==> src/rtl/transceiver_ack_scheduler_if.sv <==
// transceiver_ack_scheduler_if: ID-result FIFO, DLLP buffer and status signals of the ACK scheduler
interface transceiver_ack_scheduler_if #(
  parameter int TLP_ID_WIDTH = 3,
  parameter int DLLP_WIDTH   = 16
);
  logic                    i_enable;
  logic                    i_id_result_valid;
  logic [TLP_ID_WIDTH:0]   i_id_result;
  logic                    o_id_result_rd;
  logic                    i_dllp_rdy;
  logic [DLLP_WIDTH-1:0]   o_dllp;
  logic                    o_dllp_wr;
  logic                    o_ack_pending;
  logic [7:0]              o_nack_cnt;
  modport slave (
    input  i_enable, i_id_result_valid, i_id_result, i_dllp_rdy,
    output o_id_result_rd, o_dllp, o_dllp_wr, o_ack_pending, o_nack_cnt
  );
  modport master (
    output i_enable, i_id_result_valid, i_id_result, i_dllp_rdy,
    input  o_id_result_rd, o_dllp, o_dllp_wr, o_ack_pending, o_nack_cnt
  );
endinterface

==> src/rtl/transceiver_ack_scheduler.sv <==
// transceiver_ack_scheduler: coalesces good TLP results into ACK DLLPs and reports bad ones with one NACK per episode
module transceiver_ack_scheduler #(
  parameter int TLP_ID_WIDTH = 3,
  parameter int DLLP_WIDTH   = 16,
  parameter int ACK_COALESCE = 4,
  parameter int ACK_TIMEOUT  = 64
) (
  input logic                   i_sys_clk_120,
  input logic                   i_sys_rst,
  transceiver_ack_scheduler_if.slave bus
);
  typedef enum logic [2:0] {IDLE, COLLECT, SEND_ACK, SEND_NACK, NACK_HOLD} state_t;
  state_t state, nxt_state;
  logic [7:0] cnt, nxt_cnt, nack_cnt;
  logic [15:0] timer, nxt_timer;
  logic [TLP_ID_WIDTH-1:0] last_id, nxt_last, id;
  logic [DLLP_WIDTH-1:0] dllp, ack_word, nack_word;
  logic rx, pop, ok, timeout, pending;
  assign rx = state inside {IDLE, COLLECT, NACK_HOLD};
  assign pop = bus.i_id_result_valid & bus.i_enable & rx & ~i_sys_rst;
  assign ok = bus.i_id_result[TLP_ID_WIDTH];
  assign id = bus.i_id_result[TLP_ID_WIDTH-1:0];
  assign timeout = state == COLLECT && timer == 16'(ACK_TIMEOUT - 1);
  assign bus.o_id_result_rd = pop;
  // Write strobe is qualified by rdy in the same cycle, so it can never be high against a busy buffer
  assign bus.o_dllp_wr = (state == SEND_ACK || state == SEND_NACK) && bus.i_dllp_rdy && !i_sys_rst;
  assign bus.o_dllp = dllp;
  assign bus.o_ack_pending = pending;
  assign bus.o_nack_cnt = nack_cnt;
  always_comb begin
    nxt_state = state;
    nxt_cnt = cnt;
    nxt_timer = timer;
    nxt_last = last_id;
    if (rx && !bus.i_enable) begin
      nxt_state = IDLE;
      nxt_cnt = '0;
      nxt_timer = '0;
      nxt_last = '1;
    end else if (pop && !ok) begin
      if (state != NACK_HOLD) begin
        nxt_state = SEND_NACK;
        nxt_cnt = '0;
        nxt_timer = '0;
      end
    end else if (pop) begin
      nxt_last = id;
      nxt_cnt = state == COLLECT ? cnt + 8'd1 : 8'd1;
      nxt_timer = state == COLLECT ? timer + 16'd1 : 16'd0;
      nxt_state = (nxt_cnt == 8'(ACK_COALESCE) || timeout) ? SEND_ACK : COLLECT;
    end else if (state == COLLECT) begin
      nxt_timer = timer + 16'd1;
      nxt_state = timeout ? SEND_ACK : COLLECT;
    end else if (state == SEND_ACK && bus.i_dllp_rdy) begin
      nxt_state = IDLE;
      nxt_cnt = '0;
      nxt_timer = '0;
    end else if (state == SEND_NACK && bus.i_dllp_rdy) begin
      nxt_state = NACK_HOLD;
    end
  end
  always_comb begin
    ack_word = '0;
    ack_word[DLLP_WIDTH-1 -: 8] = 8'h01;
    ack_word[TLP_ID_WIDTH-1:0] = nxt_last;
    nack_word = '0;
    nack_word[DLLP_WIDTH-1 -: 8] = 8'h02;
    nack_word[TLP_ID_WIDTH-1:0] = last_id;
  end
  // The DLLP word is loaded on entry to a SEND state so it is stable for the whole wait on rdy
  always_ff @(posedge i_sys_clk_120) begin
    if (i_sys_rst) begin
      state <= IDLE;
      cnt <= '0;
      timer <= '0;
      last_id <= '1;
      dllp <= '0;
      pending <= 1'b0;
      nack_cnt <= '0;
    end else begin
      state <= nxt_state;
      cnt <= nxt_cnt;
      timer <= nxt_timer;
      last_id <= nxt_last;
      pending <= nxt_state == COLLECT;
      dllp <= (nxt_state == SEND_ACK && state != SEND_ACK) ? ack_word :
              (nxt_state == SEND_NACK && state != SEND_NACK) ? nack_word : dllp;
      nack_cnt <= (state == SEND_NACK && bus.i_dllp_rdy && nack_cnt != 8'hff) ? nack_cnt + 8'd1 : nack_cnt;
    end
  end
endmodule

==> src/flat_wrapper.sv <==
// flat-port wrapper written by rule: the top's interface ports become plain ports
module transceiver_ack_scheduler_flat 
#(
  parameter int TLP_ID_WIDTH = 3,
  parameter int DLLP_WIDTH   = 16,
  parameter int ACK_COALESCE = 4,
  parameter int ACK_TIMEOUT  = 64
)
  (i_sys_clk_120, i_sys_rst, bus_i_enable, bus_i_id_result_valid, bus_i_id_result, bus_i_dllp_rdy, bus_o_id_result_rd, bus_o_dllp, bus_o_dllp_wr, bus_o_ack_pending, bus_o_nack_cnt);
  transceiver_ack_scheduler_if #(.TLP_ID_WIDTH(TLP_ID_WIDTH), .DLLP_WIDTH(DLLP_WIDTH)) bus_i ();
  input logic i_sys_clk_120;
  input logic i_sys_rst;
  input wire logic [$bits(bus_i.i_enable)-1:0] bus_i_enable;
  input wire logic [$bits(bus_i.i_id_result_valid)-1:0] bus_i_id_result_valid;
  input wire logic [$bits(bus_i.i_id_result)-1:0] bus_i_id_result;
  input wire logic [$bits(bus_i.i_dllp_rdy)-1:0] bus_i_dllp_rdy;
  output wire logic [$bits(bus_i.o_id_result_rd)-1:0] bus_o_id_result_rd;
  output wire logic [$bits(bus_i.o_dllp)-1:0] bus_o_dllp;
  output wire logic [$bits(bus_i.o_dllp_wr)-1:0] bus_o_dllp_wr;
  output wire logic [$bits(bus_i.o_ack_pending)-1:0] bus_o_ack_pending;
  output wire logic [$bits(bus_i.o_nack_cnt)-1:0] bus_o_nack_cnt;
  assign bus_i.i_enable = bus_i_enable;
  assign bus_i.i_id_result_valid = bus_i_id_result_valid;
  assign bus_i.i_id_result = bus_i_id_result;
  assign bus_i.i_dllp_rdy = bus_i_dllp_rdy;
  assign bus_o_id_result_rd = bus_i.o_id_result_rd;
  assign bus_o_dllp = bus_i.o_dllp;
  assign bus_o_dllp_wr = bus_i.o_dllp_wr;
  assign bus_o_ack_pending = bus_i.o_ack_pending;
  assign bus_o_nack_cnt = bus_i.o_nack_cnt;
  transceiver_ack_scheduler #(.TLP_ID_WIDTH(TLP_ID_WIDTH), .DLLP_WIDTH(DLLP_WIDTH), .ACK_COALESCE(ACK_COALESCE), .ACK_TIMEOUT(ACK_TIMEOUT)) u_core (.i_sys_clk_120(i_sys_clk_120), .i_sys_rst(i_sys_rst), .bus(bus_i));
endmodule
==> config.mk <==
export PLATFORM = sky130hd
export DESIGN_NAME = transceiver_ack_scheduler_flat
export DESIGN_NICKNAME = d
export VERILOG_FILES = /design/src/rtl/transceiver_ack_scheduler_if.sv /design/src/rtl/transceiver_ack_scheduler.sv /design/src/flat_wrapper.sv
export SDC_FILE = /design/constraint.sdc
export NUM_CORES = 1
export LEC_CHECK = 0
export CORE_MARGIN = 2
export CORE_UTILIZATION = 40
export CTS_BUF_LIST = sky130_fd_sc_hd__clkbuf_16
export DETAILED_ROUTE_END_ITERATION = 8
export GPL_ROUTABILITY_DRIVEN = 1
export PLACE_DENSITY_LB_ADDON = 0.08
export SLEW_MARGIN = 20
export SYNTH_ARGS = -nofsm -noshare
export SYNTH_HDL_FRONTEND = slang
export SYNTH_SLANG_ARGS = --single-unit
==> constraint.sdc <==
create_clock -name i_sys_clk_120 -period 2.7 [get_ports i_sys_clk_120]
set_clock_uncertainty 0.15 [all_clocks]
set_input_delay 0.405 -clock i_sys_clk_120 [delete_from_list [all_inputs] [get_ports i_sys_clk_120]]
set_output_delay 0.405 -clock i_sys_clk_120 [all_outputs]
set_load 0.01 [all_outputs]
==> flow_metrics.env <==
export IMPL_dp_hpwl_um=4220
export IMPL_crit_arrival_ps=2030
export IMPL_num_rows=28
export IMPL_setup_tns_final_ps=0
export IMPL_ir_worst_vdd_mv=0.336
export IMPL_worstPathMaxFanout=4
export IMPL_finalNonFillerCells=419
export IMPL_cts_root_buf="clkbuf_16"
export IMPL_fillers=603
export IMPL_clk_latency_ps=280
export IMPL_synth_cell_types=63
export IMPL_grt_max_degree=18
export IMPL_p_total_mw=1.48
export IMPL_dp_cells=411
export IMPL_initial_core_util_pct=41.7
export IMPL_synth_edff_count=0
export IMPL_drv_cap=0
export IMPL_track_usage_pct=16.9
export IMPL_dr_total_vias=2256
export IMPL_ys_ff_latch=44
export IMPL_ant_nets=0
export IMPL_cts_sinks=44
export IMPL_p_leak_nw=1.16
export IMPL_drv_slew=0
export IMPL_place_congestion=0.843
export IMPL_via_per_inst=5.38
export IMPL_cts_made_buffers=5
export IMPL_endpoint_kind="output pin"
export IMPL_syn_inst=300
export IMPL_fin_crit_sh_pct=95.6
export IMPL_path_class="primary input to output pin"
export IMPL_cts_hold_fix_buffers=0
export IMPL_remaining_drc_errors=0
export IMPL_syn_to_final_growth_pct=24.7
export IMPL_outcome="finished, final reports clean"
export IMPL_clockBufferDepth=2
export IMPL_htreeDepth=2
export IMPL_rrSetupSlack_ps=190
export IMPL_async_flop_share_pct=0
export IMPL_layout_cells_most_common="dfxtp_1"
export IMPL_wire_per_inst_um=13.8
export IMPL_yosys_most_used_dff="dfxtp_1"
export IMPL_max_freq_ghz=0.387
export IMPL_core_mm2=0.00599
export IMPL_numPortBuffers=24
export IMPL_layout_common_cells="43 x dfxtp_1, 36 x nor2_1, 26 x buf_4"
export IMPL_min_period_ps=2580
export IMPL_die_w_um=83.0
export IMPL_grt_remaining_overflow=0
export IMPL_ys_seq_area_share_pct=35.3
export IMPL_path_clk_slew_ps=60
export IMPL_layout_nets=355
export IMPL_power_density_mw_per_mm2=477
export IMPL_register_area_um2=882
export IMPL_die_area_mm2=0.00689
export IMPL_required_ps=2140
export IMPL_antenna_found_initial=0
export IMPL_fin_util_pct=52.0
export IMPL_worstHoldPathType="flip-flop to flip-flop"
export IMPL_drive_gt1_share_pct=14.5
export IMPL_drt_iter0_drc=76
export IMPL_grt_pass1_wl_um=9910
export IMPL_num_antenna_cells=0
export IMPL_yosys_warnings=0
export IMPL_setup_viol=0
export IMPL_io_pins=36
export IMPL_syn_area_mm2=0.00250
export IMPL_hold_viol=0
export IMPL_cts_tree="done"
export IMPL_cp_start_kind="primary input"
export IMPL_grt_pass1_vias=2119
export IMPL_totalWireLength_um=5770
export IMPL_die_h_um=83.0
export IMPL_rsz0062_at_grt="false"
export IMPL_firstDrtPassIters=4
export IMPL_avgSynthCellArea_um2=8.32
export IMPL_multi_input_comb_area_mm2=0.00150
-- cell type report --
| type | count | share of cell area (%) |
|---|---|---|
| tap | 75 | 3.01 |
| clock buffer | 5 | 4.02 |
| clock inverter | 3 | 1.37 |
| sequential | 44 | 28.3 |
| inverter | 9 | 1.08 |
| multi-input combinational | 233 | 48.2 |
| timing repair buffer | 50 | 14.0 |
-- cell usage after synthesis, drive strengths merged, types with 4 or more instances --
master | n | share of area [%]
a211oi | 4 | 1.2
a21oi | 16 | 3.4
a311oi | 6 | 2.1
and3 | 6 | 1.5
buf | 16 | 4.5
clkbuf | 8 | 1.2
dfxtp | 44 | 35
inv | 9 | 1.4
mux2i | 7 | 2.8
nand2 | 27 | 4.2
nand3 | 14 | 3.0
nand3b | 4 | 1.2
nand4 | 8 | 2.0
nor2 | 36 | 5.4
nor2b | 4 | 1.1
o21ai | 13 | 2.6
or3 | 4 | 1.0
xnor2 | 4 | 1.4
xor2 | 13 | 4.6
-- stage by stage --
stage	hold slack, ps	setup slack, ps	area (um^2)
global placement	312	-61.8	2920
floorplan	302	335	2530
finish	324	118	3110
global route	356	10.6	3110
detailed placement	319	-76.8	2920
CTS	325	119	3090
-- state kept, by name, indices dropped and copies added, names as in the netlist --
| name | flops |
|---|---|
| u_core.bus.o_ack_pending | 1 |
| u_core.last_id | 3 |
| u_core.bus.o_dllp | 5 |
| u_core.state | 3 |
| u_core.cnt | 8 |
| u_core.bus.o_nack_cnt | 8 |
| u_core.timer | 16 |
-- path summary, 6_finish.rpt --
path / startpoint / endpoint / cells after the start
max reg2reg: u_core.cnt[1] / u_core.bus.o_dllp[2] / 9
min reg2reg: u_core.bus.o_dllp[9] / u_core.bus.o_dllp[9] / 2
max: i_sys_rst / bus_o_id_result_rd / 6
min: u_core.bus.o_dllp[9] / u_core.bus.o_dllp[9] / 2
-- metal layers --
metal | vias up | GRT usage, % | part of all wire [%]
met5 | - | 0 | 0
met4 | 0 | 3.58 | 0.80
met3 | 4 | 3.58 | 2.7
met2 | 28 | 28.2 | 46
met1 | 1065 | 22.7 | 51
li1 | 1159 | - | -
-- worst max-delay path, cell delays in order --
cell and delay [ps]:
clkdlybuf4s50_1 440, and4bb_1 330, nand2_2 120, inv_1 80, buf_4 120, clkdlybuf4s50_1 530
-- kinds of logic after synthesis --
group                    synth area share (%)
AO/OA/AOI/OAI                            21.8
buffers and inverters                    7.06
AND/OR/NAND/NOR                          24.9
XOR/XNOR                                 5.96
flip-flops                               35.3
adder cells (fa/ha/maj)                  1.50
other                                   0.150
multiplexers                             3.26
-- report_power, final --
part | internal (mW) | switching, mW | total [mW]
Clock | 0.435 | 0.253 | 0.688
Combinational | 0.0626 | 0.0730 | 0.136
Sequential | 0.656 | 0.00534 | 0.661
Total | 1.15 | 0.332 | 1.48
-- timing repair --
action / 4_1_cts / 5_1_grt
setup endpoints to repair: 0 / 6
resized for setup: 0 / 7
buffers inserted: 0 / 0
No activity file was read; power rests on OpenSTA's default activity.
